### src/rtl/pipelined_shifter.sv
// pipelined_shifter: log-stage barrel shifter (SLL/SRL/SRA/ROL), one level per stage,
// valid/ready handshake with whole-pipeline stall on output backpressure.
module pipelined_shifter #(
    parameter int WIDTH = 32,
    localparam int SHAMT_W = $clog2(WIDTH)
) (
    input  logic               clk,
    input  logic               rst,
    input  logic               in_valid,
    output logic               in_ready,
    input  logic [WIDTH-1:0]   data_in,
    input  logic [SHAMT_W-1:0] shift_amount,
    input  logic [1:0]         shift_op,
    output logic               out_valid,
    input  logic               out_ready,
    output logic [WIDTH-1:0]   data_out,
    output logic               busy
);
    logic [SHAMT_W-1:0] v_q, v_d;
    logic [WIDTH-1:0]   d_q [SHAMT_W];
    logic [WIDTH-1:0]   d_d [SHAMT_W];
    logic [SHAMT_W-1:0] a_q [SHAMT_W];
    logic [1:0]         o_q [SHAMT_W];
    logic [WIDTH-1:0]   d_in [SHAMT_W];
    logic [SHAMT_W-1:0] a_in [SHAMT_W];
    logic [1:0]         o_in [SHAMT_W];
    logic [WIDTH-1:0]   sra [SHAMT_W];
    logic               stall;

    assign out_valid = v_q[SHAMT_W-1];
    assign data_out  = d_q[SHAMT_W-1];
    assign stall     = out_valid && !out_ready;
    assign in_ready  = !stall;
    assign busy      = |v_q;

    // Level k consumes stage k-1 (level 0 consumes the input port) and shifts by 2^k.
    always_comb begin
        v_d     = SHAMT_W'({v_q, in_valid && in_ready});
        d_in[0] = data_in;
        a_in[0] = shift_amount;
        o_in[0] = shift_op;
        for (int k = 1; k < SHAMT_W; k++) begin
            d_in[k] = d_q[k-1];
            a_in[k] = a_q[k-1];
            o_in[k] = o_q[k-1];
        end
        for (int k = 0; k < SHAMT_W; k++) begin
            sra[k] = $signed(d_in[k]) >>> (1 << k);
            d_d[k] = !a_in[k][k]     ? d_in[k] :
                     o_in[k] == 2'b00 ? d_in[k] << (1 << k) :
                     o_in[k] == 2'b01 ? d_in[k] >> (1 << k) :
                     o_in[k] == 2'b10 ? sra[k] :
                     (d_in[k] << (1 << k)) | (d_in[k] >> (WIDTH - (1 << k)));
        end
    end

    always_ff @(posedge clk) begin
        if (rst) begin
            v_q <= '0;
            d_q <= '{default: '0};
        end else if (!stall) begin
            v_q <= v_d;
            d_q <= d_d;
            a_q <= a_in;
            o_q <= o_in;
        end
    end
endmodule

### config.mk
export PLATFORM = sky130hd
export DESIGN_NAME = pipelined_shifter
export DESIGN_NICKNAME = d
export VERILOG_FILES = /design/src/rtl/pipelined_shifter.sv
export SDC_FILE = /design/constraint.sdc
export NUM_CORES = 1
export LEC_CHECK = 0
export CORE_ASPECT_RATIO = 0.5
export CORE_MARGIN = 8
export CORE_UTILIZATION = 25
export CTS_CLUSTER_DIAMETER = 200
export DETAILED_ROUTE_END_ITERATION = 6
export GPL_ROUTABILITY_DRIVEN = 1
export GPL_TIMING_DRIVEN = 0
export HOLD_SLACK_MARGIN = 0.06
export PLACE_DENSITY = 0.45
export SLEW_MARGIN = 20
export SYNTH_ARGS = -nofsm -noshare
export SYNTH_HDL_FRONTEND = slang
export SYNTH_SLANG_ARGS = --single-unit
### constraint.sdc
create_clock -name clk -period 2.75 [get_ports clk]
set_clock_uncertainty 0.05 [all_clocks]
set_input_delay 0.4125 -clock clk [delete_from_list [all_inputs] [get_ports clk]]
set_output_delay 0.4125 -clock clk [all_outputs]
set_load 0.03 [all_outputs]
==> results.cfg, run 1 <==
[outcome]
status = completed

[timing]
tightestPinTransition_ns = 0.868
rsz_0062_raised_after_global_routing = no
timing.slew.headroom = 0.421
setup_viol = 0
final_period_minus_worst_setup_slack_ns = 2.59
hold_viol = 0
final_max_slew_viol_count = 0
fmaxAchievable_mhz = 386
accumulated_negative_setup_slack_ns = 0
hold_slack_ns = 0.376
fin_crit_sh = 0.941

[yosys]
ys.flop_type = dfxtp_1
dominant_combinational_cell_family_by_area_after_synthesis = simple AND/OR/NAND/NOR gates
synth-warning-count = 0
synth_simple_gate_area_frac = 0.297
async_reset_ff_frac = 0
yosys-top-cells-count = 293 x nand2_1, 165 x dfxtp_1, 118 x o21ai_0, 99 x nand3b_1, 82 x clkbuf_1
ys_seq_elements = 183
synth_area_leader_cell = dfxtp_1
synth_compound_gate_area_share = 0.215
post_synth_mux_area_share = 0.00108
synth.cell_area_um2 = 9290
synth_cells = 1179
synth.top_cell.area_share = 0.356
synth_enable_flop_cells = 18
synth_xor_area_frac = 0.0141
synth_area_per_cell_um2 = 7.88
synth_most_common_cell = nand2_1
netlist-cell-type-count = 35
synth-adder-area-share = 0.00108
synth_area_leaders = dfxtp_1 36%, nand2_1 12%, nand3b_1 8.0%
synth_nets = 1222
share_of_the_yosys_chip_area_belonging_to_registers = 0.414

[drt]
met3_wirelength_mm = 2.38
firstDrtPassIters = 5
dr_total_vias = 9358
drt-initial-drc-count = 795
antenna_left = 0
drt-vias-per-instance = 5.26
wl_met2_mm = 16.4
top_layer = met4
aggregate_routed_wire_length_mm = 37.3
route.detailed.wl_per_inst_um = 21.0
m1_wire_length_mm = 17.7
drc = 0

[placement]
port_buffers = 75
routabilityCongestion = 0.911
detailed_place_hpwl_mm = 28.8
place.detailed.instances = 1748

[worst_setup_path]
worstSetupStartpointType = input port
ff2ff_setup_slack_ns = 0.52
worst_r2r_path_depth = 5
timing.critical_path.from = out_ready
regToRegEndpoint = o_in[7]
r2r-start = v_q[4]
crit_path_end_kind = primary output
worst-path-max-fanout = 19
critPathKind = input port to primary output
critPathRequiredTime_ns = 2.29
worstPathArrival_ns = 2.13

[die]
die_h_um = 152
ioPinCount = 78
die_width_um = 289
initial_core_util = 0.251
num_rows = 50
design.die.area_um2 = 44000
fp.coreArea_um2 = 37000

[clock_tree]
cts.reportedPaths.clkPinSlew_ns = 0.07
clock_insertion_delay_worst_skew_ns = 0.46
cts_setup_buffers = 0
clock_tree_from_tritoncts = yes
cts.sink_count = 183
root_buffer = clkbuf_16
cts_max_path_buffers = 2
ctsHtreeMaxLevel = 4
cts_buffer_count = 17
cts_hold_repair.buffers = 0

[layout]
fill_cells = 4051
finish.cell_count_without_fillers = 1779
syn_to_final_growth_pct = 21.1
final_net_count = 1315
ratio_of_cells_with_drive_above_1_in_the_final_layout = 0.0591
postLayoutCoreUtil = 0.304
diodes = 0

[global_routing]
grt_pass1_wl_mm = 57.1
grt.total_usage = 0.167
antenna_found_initial = 0
grt_max_degree = 20
global_route.overflow_total = 0
first_global_vias = 9166

[power]
irDropWorstVdd_mv = 0.444
total_power_mw = 6.67
p_leak_nw = 4.09
power.density_nw_per_um2 = 592

[min_path]
min_delay_worst_endpoint = a_in[13]
min_delay_path_depth = 0
hold_path_class = flip-flop to flip-flop
timing.hold.worst.start = a_in[18]

[flow_run]
drv.max_cap_violation_count = 0
[cells by family after synthesis]
| family | after synthesis |
|---|---|
| AO/OA/AOI/OAI | 293 |
| flip-flops | 183 |
| AND/OR/NAND/NOR | 566 |
| buffers and inverters | 126 |
| multiplexers | 1 |
| XOR/XNOR | 9 |
| adder cells (fa/ha/maj) | 1 |
[stage by stage]
stage	area (µm²)	worst slack [ns]
floorplan	9290	0.458
global placement	10700	-0.910
detailed placement	10700	-0.706
CTS	11200	0.0583
global route	11300	0.0607
finish	11300	0.162
[flip-flops by register name (all words and copies together) (netlist names)]
signal	flops
d_in	128
a_in	10
data_out	32
v_q	5
o_in	8
[placed cells by master, fill, tap and decap left out, types with 18 or more instances in the layout]
| cell | Yosys | final |
|---|---|---|
| buf_2 | 32 | 29 |
| edfxtp_1 | 18 | 18 |
| o31ai_1 | 54 | 54 |
| nor4_1 | 25 | 25 |
| clkdlybuf4s50_1 | 0 | 74 |
| nand2_1 | 293 | 293 |
| a221oi_1 | 43 | 43 |
| dfxtp_1 | 165 | 165 |
| a311o_1 | 43 | 43 |
| and3_1 | 55 | 55 |
| a21oi_1 | 23 | 23 |
| o21ai_0 | 118 | 118 |
| nor2_1 | 47 | 46 |
| nand3b_1 | 99 | 99 |
| clkbuf_1 | 82 | 84 |
| nor3_1 | 42 | 42 |
[layer usage]
layer	vias to the layer above	GRT usage
met5	-	0
met4	0	0.0494
met3	53	0.0399
met2	308	0.259
met1	4547	0.229
li1	4450	-
[worst max path at each step]
stage	endpoint	slack (ns)	cells past startpoint
2_1_floorplan	a_in[12]	0.46	5
3_3_place_gp	a_in[8]	-0.91	6
3_5_place_dp	in_ready	-0.71	8
4_1_cts	in_ready	0.06	6
5_1_grt	in_ready	0.06	6
6_report	in_ready	0.16	7
[power breakdown]
| part | internal, mW | total, mW | leakage (nW) | switching [mW] |
|---|---|---|---|---|
| Clock | 1.35 | 2.49 | 0.282 | 1.14 |
| Sequential | 2.89 | 3.13 | 1.54 | 0.238 |
| Combinational | 0.418 | 1.05 | 2.27 | 0.630 |
| Total | 4.66 | 6.67 | 4.09 | 2.01 |
[layout make-up]
| type | count | area [µm²] | share of cell area |
|---|---|---|---|
| Timing Repair Buffer | 75 | 752 | 0.0668 |
| Multi-Input combinational cell | 870 | 4920 | 0.437 |
| Clock buffer | 19 | 433 | 0.0385 |
| Buffer | 119 | 514 | 0.0457 |
| Clock inverter | 13 | 148 | 0.0131 |
| Inverter | 6 | 22.5 | 0.00200 |
| Tap cell | 494 | 618 | 0.0549 |
| Sequential cell | 183 | 3840 | 0.342 |
[repair_timing]
item                                    in CTS  in global routing
endpoints found under the setup margin       1                  1
pin swaps                                    0                  0
gates resized for setup                      5                  1
[worst max-delay path, stage by stage]
cell and delay (ns):
clkdlybuf4s50_1 0.45, nor2b_1 0.04, buf_2 0.17, inv_2 0.18
buf_4 0.26, buf_6 0.25, clkdlybuf4s15_2 0.34
Note: power is estimated with default switching activity, not from simulation.
==> run 2: changes to the inputs <==
- CORE_UTILIZATION: 25 -> 35
- PLACE_DENSITY: 0.45 -> 0.57
==> results.cfg, run 2 (same netlist as run 1, synthesis figures left out) <==
[layout]
finish.cell_count_without_fillers = 1637
diodes = 0
final_net_count = 1316
area_used_by_sequential_logic_in_the_layout_um2 = 3840
multi_input_area_um2 = 4920
syn_to_final_growth_pct = 19.4
final_common_cell = nand2_1
postLayoutCoreUtil = 0.422
fill_cells = 2771
layout_common_cells = 293 x nand2_1, 165 x dfxtp_1, 118 x o21ai_0, 99 x nand3b_1, 88 x clkbuf_1
largest_register_ffs = 128
ratio_of_cells_with_drive_above_1_in_the_final_layout = 0.0560

[clock_tree]
post_cts_resize_count = 5
cts.reportedPaths.clkPinSlew_ns = 0.07
root_buffer = clkbuf_16
ctsHtreeMaxLevel = 4
cts.sink_count = 183
cts_setup_buffers = 0
clock_insertion_delay_worst_skew_ns = 0.46
cts_max_path_buffers = 2
cts_hold_repair.buffers = 0
cts_buffer_count = 17
clock_tree_from_tritoncts = yes

[worst_setup_path]
crit_path_end_kind = primary output
worst-path-max-fanout = 19
critPathRequiredTime_ns = 2.29
worstPathArrival_ns = 2.14
worst_r2r_path_depth = 6
worstSetupStartpointType = input port
critPathKind = input port to primary output
ff2ff_setup_slack_ns = 0.47

[die]
die_h_um = 131
die_width_um = 246
num_rows = 42
ioPinCount = 78
fp.coreArea_um2 = 26300
design.die.area_um2 = 32300
initial_core_util = 0.354

[drt]
dr_total_vias = 9523
route.detailed.wl_per_inst_um = 21.0
drc = 0
firstDrtPassIters = 5
aggregate_routed_wire_length_mm = 34.4
drt-initial-drc-count = 915
antenna_left = 0
drt-vias-per-instance = 5.82

[global_routing]
grt.total_usage = 0.207
first_global_vias = 9079
grt_max_degree = 20
grt_pass1_wl_mm = 53.0
global_route.overflow_total = 0
antenna_found_initial = 0

[power]
power.share.switching = 0.285
cellInternalPower_mw = 4.83
clock_power_share = 0.385
combinationalPowerShare = 0.154
seq_power_share = 0.462
p_leak_nw = 4.09
p_switching_mw = 1.93
irDropWorstVdd_mv = 0.443
power.density_nw_per_um2 = 609

[timing]
final_period_minus_worst_setup_slack_ns = 2.61
fmaxAchievable_mhz = 384
final_max_slew_viol_count = 0
setup_viol = 0
fin_crit_sh = 0.948
accumulated_negative_setup_slack_ns = 0
hold_viol = 0
tightestPinTransition_ns = 0.909
timing.slew.headroom = 0.391
rsz_0062_raised_after_global_routing = no

[outcome]
status = completed

[placement]
place.detailed.instances = 1607
detailed_place_hpwl_mm = 26.1
port_buffers = 75
routabilityCongestion = 0.909

[flow_run]
drv.max_cap_violation_count = 0

[min_path]
hold_path_class = flip-flop to flip-flop
min_delay_path_depth = 0
[run 2: cell count changes in the layout (fill, tap and decap cells not counted), moves of 2 or more]
cell	before	now
inv_6	2	0
clkbuf_1	84	88
bufinv_16	2	4
inv_8	2	0
clkinv_2	3	0
[run 2: through the flow]
stage	setup WS, ns	total power [mW]	area (µm²)	hold WS (ns)
detailed placement	-0.592	4.19	10500	0.355
finish	0.144	6.75	11100	0.369
CTS	0.121	6.78	11100	0.371
global route	0.0378	7.01	11100	0.394
global placement	-0.838	4.18	10500	0.353
floorplan	0.458	3.75	9290	0.350
[run 2: critical path, stage by stage]
cell and delay (ns):
clkdlybuf4s50_1 0.46, nor2b_1 0.04, buf_2 0.16, inv_2 0.16
buf_4 0.25, buf_4 0.30, clkdlybuf4s15_2 0.34
[run 2: final cells by class]
type | instances | area share
Buffer | 119 | 0.0460
Inverter | 6 | 0.00203
Sequential cell | 183 | 0.346
Timing Repair Buffer | 76 | 0.0688
Tap cell | 352 | 0.0397
Multi-Input combinational cell | 870 | 0.443
Clock inverter | 8 | 0.0136
Clock buffer | 23 | 0.0404
[run 2: path summary, 6_finish.rpt]
check	start	end
setup / recovery	out_ready	in_ready
hold reg to reg	a_in[18]	a_in[13]
setup reg to reg	v_q[4]	a_in[9]
hold / removal	a_in[18]	a_in[13]
[run 2: power groups by stage]
stage	clock (mW)	combinational [mW]	sequential [mW]
2_1_floorplan	0	0.625	3.12
3_3_place_gp	0	1.01	3.17
3_5_place_dp	0	1.03	3.17
4_1_cts	2.64	1.03	3.11
5_1_grt	2.74	1.13	3.14
6_report	2.60	1.04	3.12
[run 2: routing by layer]
metal | up-vias | track usage | part of all wire
li1 | 4449 | - | -
met1 | 4584 | 0.287 | 0.46
met2 | 422 | 0.307 | 0.42
met3 | 68 | 0.0453 | 0.084
met4 | 0 | 0.0886 | 0.032
met5 | - | 0 | 0
